File: src/rtl/datapath_pkg.sv
// ----------------------------------------------------------------------------
// datapath_pkg
//   Shared types for the operand-fetch / shifter datapath.
//   - word_t, reg_num_t : default-width data word and register number
//   - shift_t + SH_*    : 2-bit shift code handed to the shifter stage
//   - fetch_state_t     : operand-fetch FSM states
// ----------------------------------------------------------------------------
package datapath_pkg;

    typedef logic [15:0] word_t;
    typedef logic [2:0]  reg_num_t;

    typedef logic [1:0]  shift_t;
    localparam shift_t SH_NONE = 2'b00;
    localparam shift_t SH_LSL  = 2'b01;
    localparam shift_t SH_LSR  = 2'b10;
    localparam shift_t SH_ASR  = 2'b11;

    typedef enum logic [1:0] {
        IDLE = 2'd0,
        RD_A = 2'd1,
        RD_B = 2'd2,
        HOLD = 2'd3
    } fetch_state_t;

endpackage

File: src/rtl/reg_bank.sv
// ----------------------------------------------------------------------------
// reg_bank
//   NREGS x DW general-purpose register storage.
//   One synchronous write port, one combinational read port. Reads return the
//   stored contents (no bypass here; forwarding lives in the fetch stage).
//   Ports:
//     clk, reset        : clock, synchronous active-high reset (clears bank)
//     wr_en/addr/data   : write port, applied on posedge when wr_en
//     rd_addr, rd_data  : asynchronous read port
// ----------------------------------------------------------------------------
module reg_bank
    import datapath_pkg::*;
#(
    parameter int DW    = 16,
    parameter int NREGS = 8,
    parameter int AW    = $clog2(NREGS)
) (
    input  logic          clk,
    input  logic          reset,
    input  logic          wr_en,
    input  logic [AW-1:0] wr_addr,
    input  logic [DW-1:0] wr_data,
    input  logic [AW-1:0] rd_addr,
    output logic [DW-1:0] rd_data
);

    logic [DW-1:0] bank_q [NREGS];
    logic [DW-1:0] bank_d [NREGS];

    // NOTE: every always_comb output starts from a full default (here the
    // current contents) so no path leaves it unassigned and no latch appears.
    always_comb begin
        bank_d = bank_q;
        if (wr_en) begin
            bank_d[wr_addr] = wr_data;
        end
    end

    // NOTE: the bank is reset explicitly because register contents after reset
    // are architecturally visible (all zero); writes are ignored during reset.
    always_ff @(posedge clk) begin
        if (reset) begin
            for (int i = 0; i < NREGS; i++) begin
                bank_q[i] <= '0;
            end
        end else begin
            bank_q <= bank_d;
        end
    end

    assign rd_data = bank_q[rd_addr];

endmodule

File: src/rtl/operand_fetch.sv
// ----------------------------------------------------------------------------
// operand_fetch
//   Operand-fetch stage in front of the shifter/ALU. Owns the register bank,
//   takes write-back from later stages, reads Rn then Rm through one shared
//   read port and presents A, B and the shift code over valid/ready.
//   Configuration macro: FORWARD_EN
//     defined   : a same-cycle write to the register being read is forwarded
//                 into the operand latch.
//     undefined : the read sees the old bank contents.
//   Ports:
//     clk, reset                 : clock, synchronous active-high reset
//     req_valid/req_ready        : request handshake
//     rn, rm, use_a, shift_in    : request fields, captured on accept
//     wb_en, wb_num, wb_data     : register write-back port (any state)
//     out_valid/out_ready        : operand handshake to the shifter
//     a_out, b_out, shift_out    : operands and shift code
// ----------------------------------------------------------------------------
module operand_fetch
    import datapath_pkg::*;
#(
    parameter int DW    = 16,
    parameter int NREGS = 8,
    localparam int AW   = $clog2(NREGS)
) (
    input  logic          clk,
    input  logic          reset,
    input  logic          req_valid,
    output logic          req_ready,
    input  logic [AW-1:0] rn,
    input  logic [AW-1:0] rm,
    input  logic          use_a,
    input  shift_t        shift_in,
    input  logic          wb_en,
    input  logic [AW-1:0] wb_num,
    input  logic [DW-1:0] wb_data,
    output logic          out_valid,
    input  logic          out_ready,
    output logic [DW-1:0] a_out,
    output logic [DW-1:0] b_out,
    output shift_t        shift_out
);

    fetch_state_t  state_q, state_d;
    logic [AW-1:0] rn_q, rn_d;
    logic [AW-1:0] rm_q, rm_d;
    logic          use_a_q, use_a_d;
    shift_t        shift_q, shift_d;
    logic [DW-1:0] a_q, a_d;
    logic [DW-1:0] b_q, b_d;

    logic [AW-1:0] rd_addr;
    logic [DW-1:0] bank_rd_data;
    logic [DW-1:0] rd_word;
    logic          accept;

    // The single read port serves Rn while in RD_A and Rm otherwise.
    assign rd_addr = (state_q == RD_A) ? rn_q : rm_q;

    reg_bank #(
        .DW    (DW),
        .NREGS (NREGS),
        .AW    (AW)
    ) u_reg_bank (
        .clk     (clk),
        .reset   (reset),
        .wr_en   (wb_en),
        .wr_addr (wb_num),
        .wr_data (wb_data),
        .rd_addr (rd_addr),
        .rd_data (bank_rd_data)
    );

`ifdef FORWARD_EN
    // Bypass: the operand latch sees this cycle's write to the same register.
    assign rd_word = (wb_en && (wb_num == rd_addr)) ? wb_data : bank_rd_data;
`else
    assign rd_word = bank_rd_data;
`endif

    assign req_ready = (state_q == IDLE) || ((state_q == HOLD) && out_ready);
    assign accept    = req_valid && req_ready;

    always_comb begin
        state_d = state_q;
        rn_d    = rn_q;
        rm_d    = rm_q;
        use_a_d = use_a_q;
        shift_d = shift_q;
        a_d     = a_q;
        b_d     = b_q;

        unique case (state_q)
            IDLE, HOLD: begin
                if (state_q == HOLD && out_ready) begin
                    state_d = IDLE;
                end
                // A new request may be taken in the same cycle HOLD drains.
                if (accept) begin
                    rn_d    = rn;
                    rm_d    = rm;
                    use_a_d = use_a;
                    shift_d = shift_in;
                    state_d = use_a ? RD_A : RD_B;
                end
            end
            RD_A: begin
                a_d     = rd_word;
                state_d = RD_B;
            end
            RD_B: begin
                b_d = rd_word;
                // Ops without an A operand present A as zero.
                if (!use_a_q) begin
                    a_d = '0;
                end
                state_d = HOLD;
            end
            default: state_d = IDLE;
        endcase
    end

    // NOTE: sequential state uses non-blocking assignments only, so every flop
    // samples the pre-edge values regardless of statement order.
    always_ff @(posedge clk) begin
        if (reset) begin
            state_q <= IDLE;
            rn_q    <= '0;
            rm_q    <= '0;
            use_a_q <= 1'b0;
            shift_q <= SH_NONE;
            a_q     <= '0;
            b_q     <= '0;
        end else begin
            state_q <= state_d;
            rn_q    <= rn_d;
            rm_q    <= rm_d;
            use_a_q <= use_a_d;
            shift_q <= shift_d;
            a_q     <= a_d;
            b_q     <= b_d;
        end
    end

    assign out_valid = (state_q == HOLD);
    assign a_out     = a_q;
    assign b_out     = b_q;
    assign shift_out = shift_q;

endmodule
File: config.mk
export PLATFORM = sky130hd
export DESIGN_NAME = operand_fetch
export DESIGN_NICKNAME = d
export VERILOG_FILES = /design/src/rtl/datapath_pkg.sv /design/src/rtl/reg_bank.sv /design/src/rtl/operand_fetch.sv
export SDC_FILE = /design/constraint.sdc
export NUM_CORES = 1
export LEC_CHECK = 0
export CAP_MARGIN = 20
export CORE_MARGIN = 3
export CORE_UTILIZATION = 46
export CTS_BUF_LIST = sky130_fd_sc_hd__clkbuf_4
export CTS_CLUSTER_DIAMETER = 60
export DETAILED_ROUTE_END_ITERATION = 7
export PLACE_DENSITY = 0.76
export SETUP_SLACK_MARGIN = 0.15
export SYNTH_ARGS = -nofsm -noshare
export SYNTH_HDL_FRONTEND = slang
export SYNTH_HIERARCHICAL = 1
export SYNTH_SLANG_ARGS = --single-unit
File: constraint.sdc
create_clock -name clk -period 3.2 [get_ports clk]
set_input_delay 0.64 -clock clk [delete_from_list [all_inputs] [get_ports clk]]
set_output_delay 0.64 -clock clk [all_outputs]
set_load 0.05 [all_outputs]
Yosys cells after proc, flatten, opt, wreduce, memory -nomap -nowiden
Index checks and enable logic that the tools add are counted.

Output and inout port bits: 36. Flip-flop bits (word level): 171. RAM bits: 0. Latch bits: 0. ROM bits: 0. Memories kept: 0.

$lt $le $gt $ge: 3. Muxes and demuxes: 13. Add/sub/neg operators: 0. Bitwise logic cells: 2. $mul: 0. Div/mod/pow operators: 0. Reduce and logical (&&, ||, !) cells: 9. Shifts and indexed selects: 0. Equal/unequal tests: 5.

Operators with widths (count): 128-bit bitwise mux (1); 16-bit two-way mux (4); 16-bit binary-select mux with 3-bit select (1); 16-bit demux with 3-bit select (1); 16-bit case mux with 2 select lines (1); 4-bit greater-or-equal comparator (second input constant) (2); 3-bit inverter with 4-bit output (2); 2-bit two-way mux (3); 2-bit case mux with 3 select lines (1); 2-bit equality test (second input constant) (2); 4-bit by 1-bit less-than comparator with 1-bit output (second input constant) (1); 2-bit AND reduction (2); 1-bit logical AND (3); 3-bit two-way mux (1); 3-bit inequality test (second input constant) (1); 2-bit by 1-bit equality test with 1-bit output (second input constant) (1); 2-bit logical NOT (1); 2-bit inequality test (second input constant) (1); 2-bit nonzero test (1); 2-bit OR reduction (1); 1-bit logical OR (1).

Longest topological paths before layout
Word-level depth: 7. Gate-level depth with buffers: 10. Mapped depth without buffers: 7.

Modules after synthesis
Netlist, hierarchy kept.

By module, submodules not included: reg_bank (cells an instance 647, seq. area each 2562.5 um^2, area each 5644.2 um^2, times used 1); operand_fetch (cells an instance 189, seq. area each 860.8 um^2, area each 1722.9 um^2, times used 1).

Worst setup path before layout
No wires, ideal clock.

Path type: register to register. Start point: reg state_q[1]. End point: reg b_q[4] (netlist: b_out[4]). Period minus slack after synthesis: 2.272 ns. Path slack: 0.928 ns. Stages on the path, launching flop included: 11. Arrival time: 2.145 ns. Cell sequence: dfxtp_1 -> inv_1 -> ha_1 -> mux2_2 -> buf_2 -> buf_6 -> buf_2 -> mux4_2 -> mux2_2 -> mux2i_1 -> nor2_1.

Cells in the longest elaborated chain, start to end: 6. Elaborated cells between the ends (all ways): 7. Those cells by class: 2 x eq/ne; 4 x mux; 1 x bitwise.

RTL lines: start, declared (RTL line operand_fetch.sv:43) `fetch_state_t state_q, state_d;`; start signal, assigned (RTL line operand_fetch.sv:134) `state_q <= state_d;`; 2-bit by 1-bit equality test with 1-bit output (RTL line operand_fetch.sv:57) `assign rd_addr = (state_q == RD_A) ? rn_q : rm_q;`; 3-bit two-way mux (RTL line operand_fetch.sv:57); net rd_addr[2] (RTL line operand_fetch.sv:51) `logic [AW-1:0] rd_addr;`; 3-bit inverter with 4-bit output (not written as such) (RTL line reg_bank.sv:51) `assign rd_data = bank_q[rd_addr];`; 16-bit binary-select mux with 3-bit select (RTL line reg_bank.sv:51); 16-bit two-way mux (not written as such) (2 in a row) (RTL line reg_bank.sv:51); net bank_rd_data[4] (RTL line operand_fetch.sv:52) `logic [DW-1:0] bank_rd_data;`; end signal, assigned (RTL line operand_fetch.sv:132) `b_q <= '0;`; end signal, assigned (RTL line operand_fetch.sv:140) `b_q <= b_d;`; end, declared (RTL line operand_fetch.sv:49) `logic [DW-1:0] b_q, b_d;`.

The timed path passes the listed nets, and every way through them passes these cells. The select of a mux whose other input is x is not followed. A chain may end at the register's enable or synchronous reset.

Final worst setup path
Start point: reg state_q[0]. End point: out out_valid.

Cells in the longest elaborated chain, start to end: 1.

RTL lines: 2-bit equality test (RTL line operand_fetch.sv:144) `assign out_valid = (state_q == HOLD);`; end, declared (RTL line operand_fetch.sv:36) `output logic out_valid,`.

No other way between the ends.

==> summary.md <==
| Metric | Value |
|---|---|
| Clk sinks | `approximately 170` |
| Number of global-route vias before repair | `between 5000 and 6000` |
| Worst Setup Slack, final | `about 0.5 ns` |
| DRC violations left | `0` |
| Slowest cell on the critical path | `clkdlybuf4s50_1` |
| First-pass GRT wire length | `roughly 28000 µm` |
| TNS Setup | `0 ns` |
| Number of synthesized register bits | `roughly 170` |
| Share of layout cells above drive strength 1 | `about 12%` |
| Cell internal pwr | `roughly 3.2 mW` |
| Maximum vdd ir drop | `0.000387 V` |
| Pwr Density | `~560 mW/mm²` |
| Initial Util | `between 40% and 50%` |
| Final Max Slew Viols | `0` |
| TritonCTS Buffers | `17` |
| H-tree Lvls | `4` |
| Total wire length | `17400 µm` |
| Sequential Power Share | `about half` |
| P&R area growth vs syn | `13.1%` |
| Row cnt | `45` |
| Worst Path Max Fanout | `4` |
| Sequential share of the synthesized area | `around 46%` |
| Avg Cell Area, Syn | `between 8 and 9 µm²` |
| Ports | `69` |
| Gate power share | `23.9%` |
| Yosys warnings | `6` |
| Final ANT Viol Nets | `0` |
| Yosys cell types | `34` |
| Fillers | `around 1400` |
| Post-Syn Area | `roughly 0.0074 mm²` |
| Vias per cell | `5.45` |
| Max Clk Rate | `between 0.3 and 0.4 GHz` |
| CP Cell Sequence | `ha_1 > clkdlybuf4s50_1` |
| Largest net degree at the start of global routing | `between 60 and 70` |
| Sw Share | `between 30% and 40%` |
| Total number of vias | `about 5900` |
| Worst-margin pin slew | `approximately 0.86 ns` |
| Dpl hpwl | `around 11000 µm` |
| Worst setup SP type | `flop` |
| Leak | `2.77 nW` |
| Clk_skew | `~0.015 ns` |
| Hold Path Class | `reg -> reg` |
| Setup repair bufs after CTS | `0` |
| Clk Latency, worst-skew pair | `about 0.55 ns` |
| Total core area | `about 0.015 mm²` |
| Slowest cell delay on critical path | `between 0.8 and 0.9 ns` |
| Net Count, Synth | `just under 900` |
| Initial antenna violation count | `1` |
| Critical path required time | `2.56 ns` |
| Worst-path clk slew | `0.12 ns` |
| Outcome | `completed` |
| Power share of the clock group | `between 20% and 30%` |
| Average wire per standard cell | `roughly 16 µm` |
| Setup violators final | `0` |
| Die Ht | `between 100 and 150 µm` |
| Root Driver | `clkbuf_4` |
| Final GP Congestion | `around 0.79` |
| Total grt overflow | `0` |
| First-pass DRT Iterations | `5` |
| Critical Path AT | `between 2 and 2.5 ns` |
| RSZ-0062 raised after global routing | `no` |
| Finished Core Util | `between 50% and 60%` |
| Hold Buf Count CTS | `0` |
| Die area | `approximately 0.018 mm²` |
| Post-CTS Resized | `0` |
| Minimum clock period | `2.69 ns` |
| Slew headroom | `between 40% and 50%` |
| NetSw | `about 1.4 mW` |
| Pre-CTS setup slack | `0.441 ns` |
| First DRT Iteration DRCs | `~530` |
| WS Path Type | `reg -> out` |
| Hold Vio Cnt, Final | `0` |
| CTS tree | `done` |
| Port buffer count | `between 60 and 70` |
| GRT Overall Usage | `20.0%` |
| Nets | `~900` |
| Synth Instances | `between 800 and 900` |
| Die W | `around 130 µm` |
| Critical Path Sink Type | `output pin` |
| Final period util | `roughly 84%` |
| Worst-case clock buffer depth | `2` |
| Max cap viols | `0` |
-- cell usage after synthesis (all sizes together) --
cell | count | area (µm²)
nand2 | 273 | 1020
dfxtp | 171 | 3420
a21oi | 154 | 782
buf | 56 | 362
mux4 | 32 | 739
clkbuf | 30 | 115
nand3 | 26 | 130
mux2 | 19 | 214
nor2 | 18 | 67.6
mux2i | 16 | 160
o21ai | 9 | 45.0
ha | 4 | 50.1
and4b | 3 | 30.0
and4bb | 3 | 37.5
inv | 3 | 11.3
nand2b | 3 | 18.8
nand4b | 3 | 26.3
nand4bb | 3 | 33.8
nor2b | 2 | 12.5
a221o | 1 | 10.0
a311oi | 1 | 8.76
and4 | 1 | 8.76
nand4 | 1 | 6.26
nor4b | 1 | 23.8
o311ai | 1 | 8.76
or2b | 1 | 7.51
or4b | 1 | 10.0
-- power groups by stage --
stage	clock [mW]	sequential, mW	combinational, mW
detailed placement	0	2.30	1.11
global route	1.39	2.26	1.20
floorplan	0	2.33	0.866
global placement	0	2.29	1.10
CTS	1.30	2.25	1.12
finish	1.28	2.25	1.11
-- metrics by stage --
stage / instances / power (mW) / area [µm²] / hold WS (ns)
3_3_place_gp: 1051 / 3.40 / 8030 / 0.438
6_report: 1084 / 4.63 / 8330 / 0.458
4_1_cts: 1083 / 4.66 / 8330 / 0.463
2_1_floorplan: 836 / 3.20 / 7370 / 0.432
3_5_place_dp: 1051 / 3.41 / 8030 / 0.445
5_1_grt: 1084 / 4.84 / 8330 / 0.479
-- critical path: cells and delay by family (launching register included) --
kind,cells,cell delay (ns)
fa+ha+maj,1,0.27
buf+inv,1,0.83
flops,1,0.41
-- routing by layer --
layer | global-route usage (%) | up-vias | routed length (µm)
met5 | 0 | - | 0
met4 | 5.54 | 0 | 261
met3 | 4.75 | 21 | 1050
met2 | 34.1 | 172 | 8560
met1 | 25.6 | 2848 | 7550
li1 | - | 2871 | -
-- kinds of logic (layout without fill, tap and decap cells) --
family | Yosys count | count (layout) | synth area share, %
AO/OA/AOI/OAI | 166 | 166 | 11.6
adder cells (fa/ha/maj) | 4 | 4 | 0.679
AND/OR/NAND/NOR | 339 | 339 | 19.5
buffers and inverters | 89 | 125 | 6.62
flip-flops | 171 | 171 | 46.5
multiplexers | 67 | 67 | 15.1
other | 0 | 1 | 0
-- flip-flops by register name, summed over array words and instances, names as in the netlist --
signal,cells
b_out,16
shift_out,2
rm_q,3
u_reg_bank/bank_q,128
state_q,2
use_a_q,1
rn_q,3
a_out,16
-- area by class of cell --
cell class | instances | area [µm²] | area share (%)
Inverter | 3 | 11.3 | 0.135
Multi-Input combinational cell | 576 | 3460 | 41.5
Antenna cell | 1 | 2.50 | 0.0300
Sequential cell | 171 | 3420 | 41.1
Clock inverter | 12 | 146 | 1.76
Clock buffer | 20 | 150 | 1.80
Timing Repair Buffer | 90 | 878 | 10.5
Tap cell | 211 | 264 | 3.17
-- path summary, 6_finish.rpt --
kind	end	depth (start not counted)	start	slack, ns
worst max register to register	b_out[8]	8	state_q[1]	0.65
worst max-delay path	out_valid	2	state_q[0]	0.51
worst min-delay path	u_reg_bank/bank_q[2]	2	u_reg_bank/bank_q[2]	0.46
worst min register to register	u_reg_bank/bank_q[2]	2	u_reg_bank/bank_q[2]	0.46
-- layout by cell type (no fill, tap or decap), drive strengths merged, types with 9 or more instances in the layout --
master           n
a21oi          154
buf             24
clkbuf          20
clkdlybuf4s50   66
dfxtp          171
mux2            19
mux2i           16
mux4            32
nand2          273
nand3           26
nor2            18
o21ai            9
(Power assumes the default switching activity.)
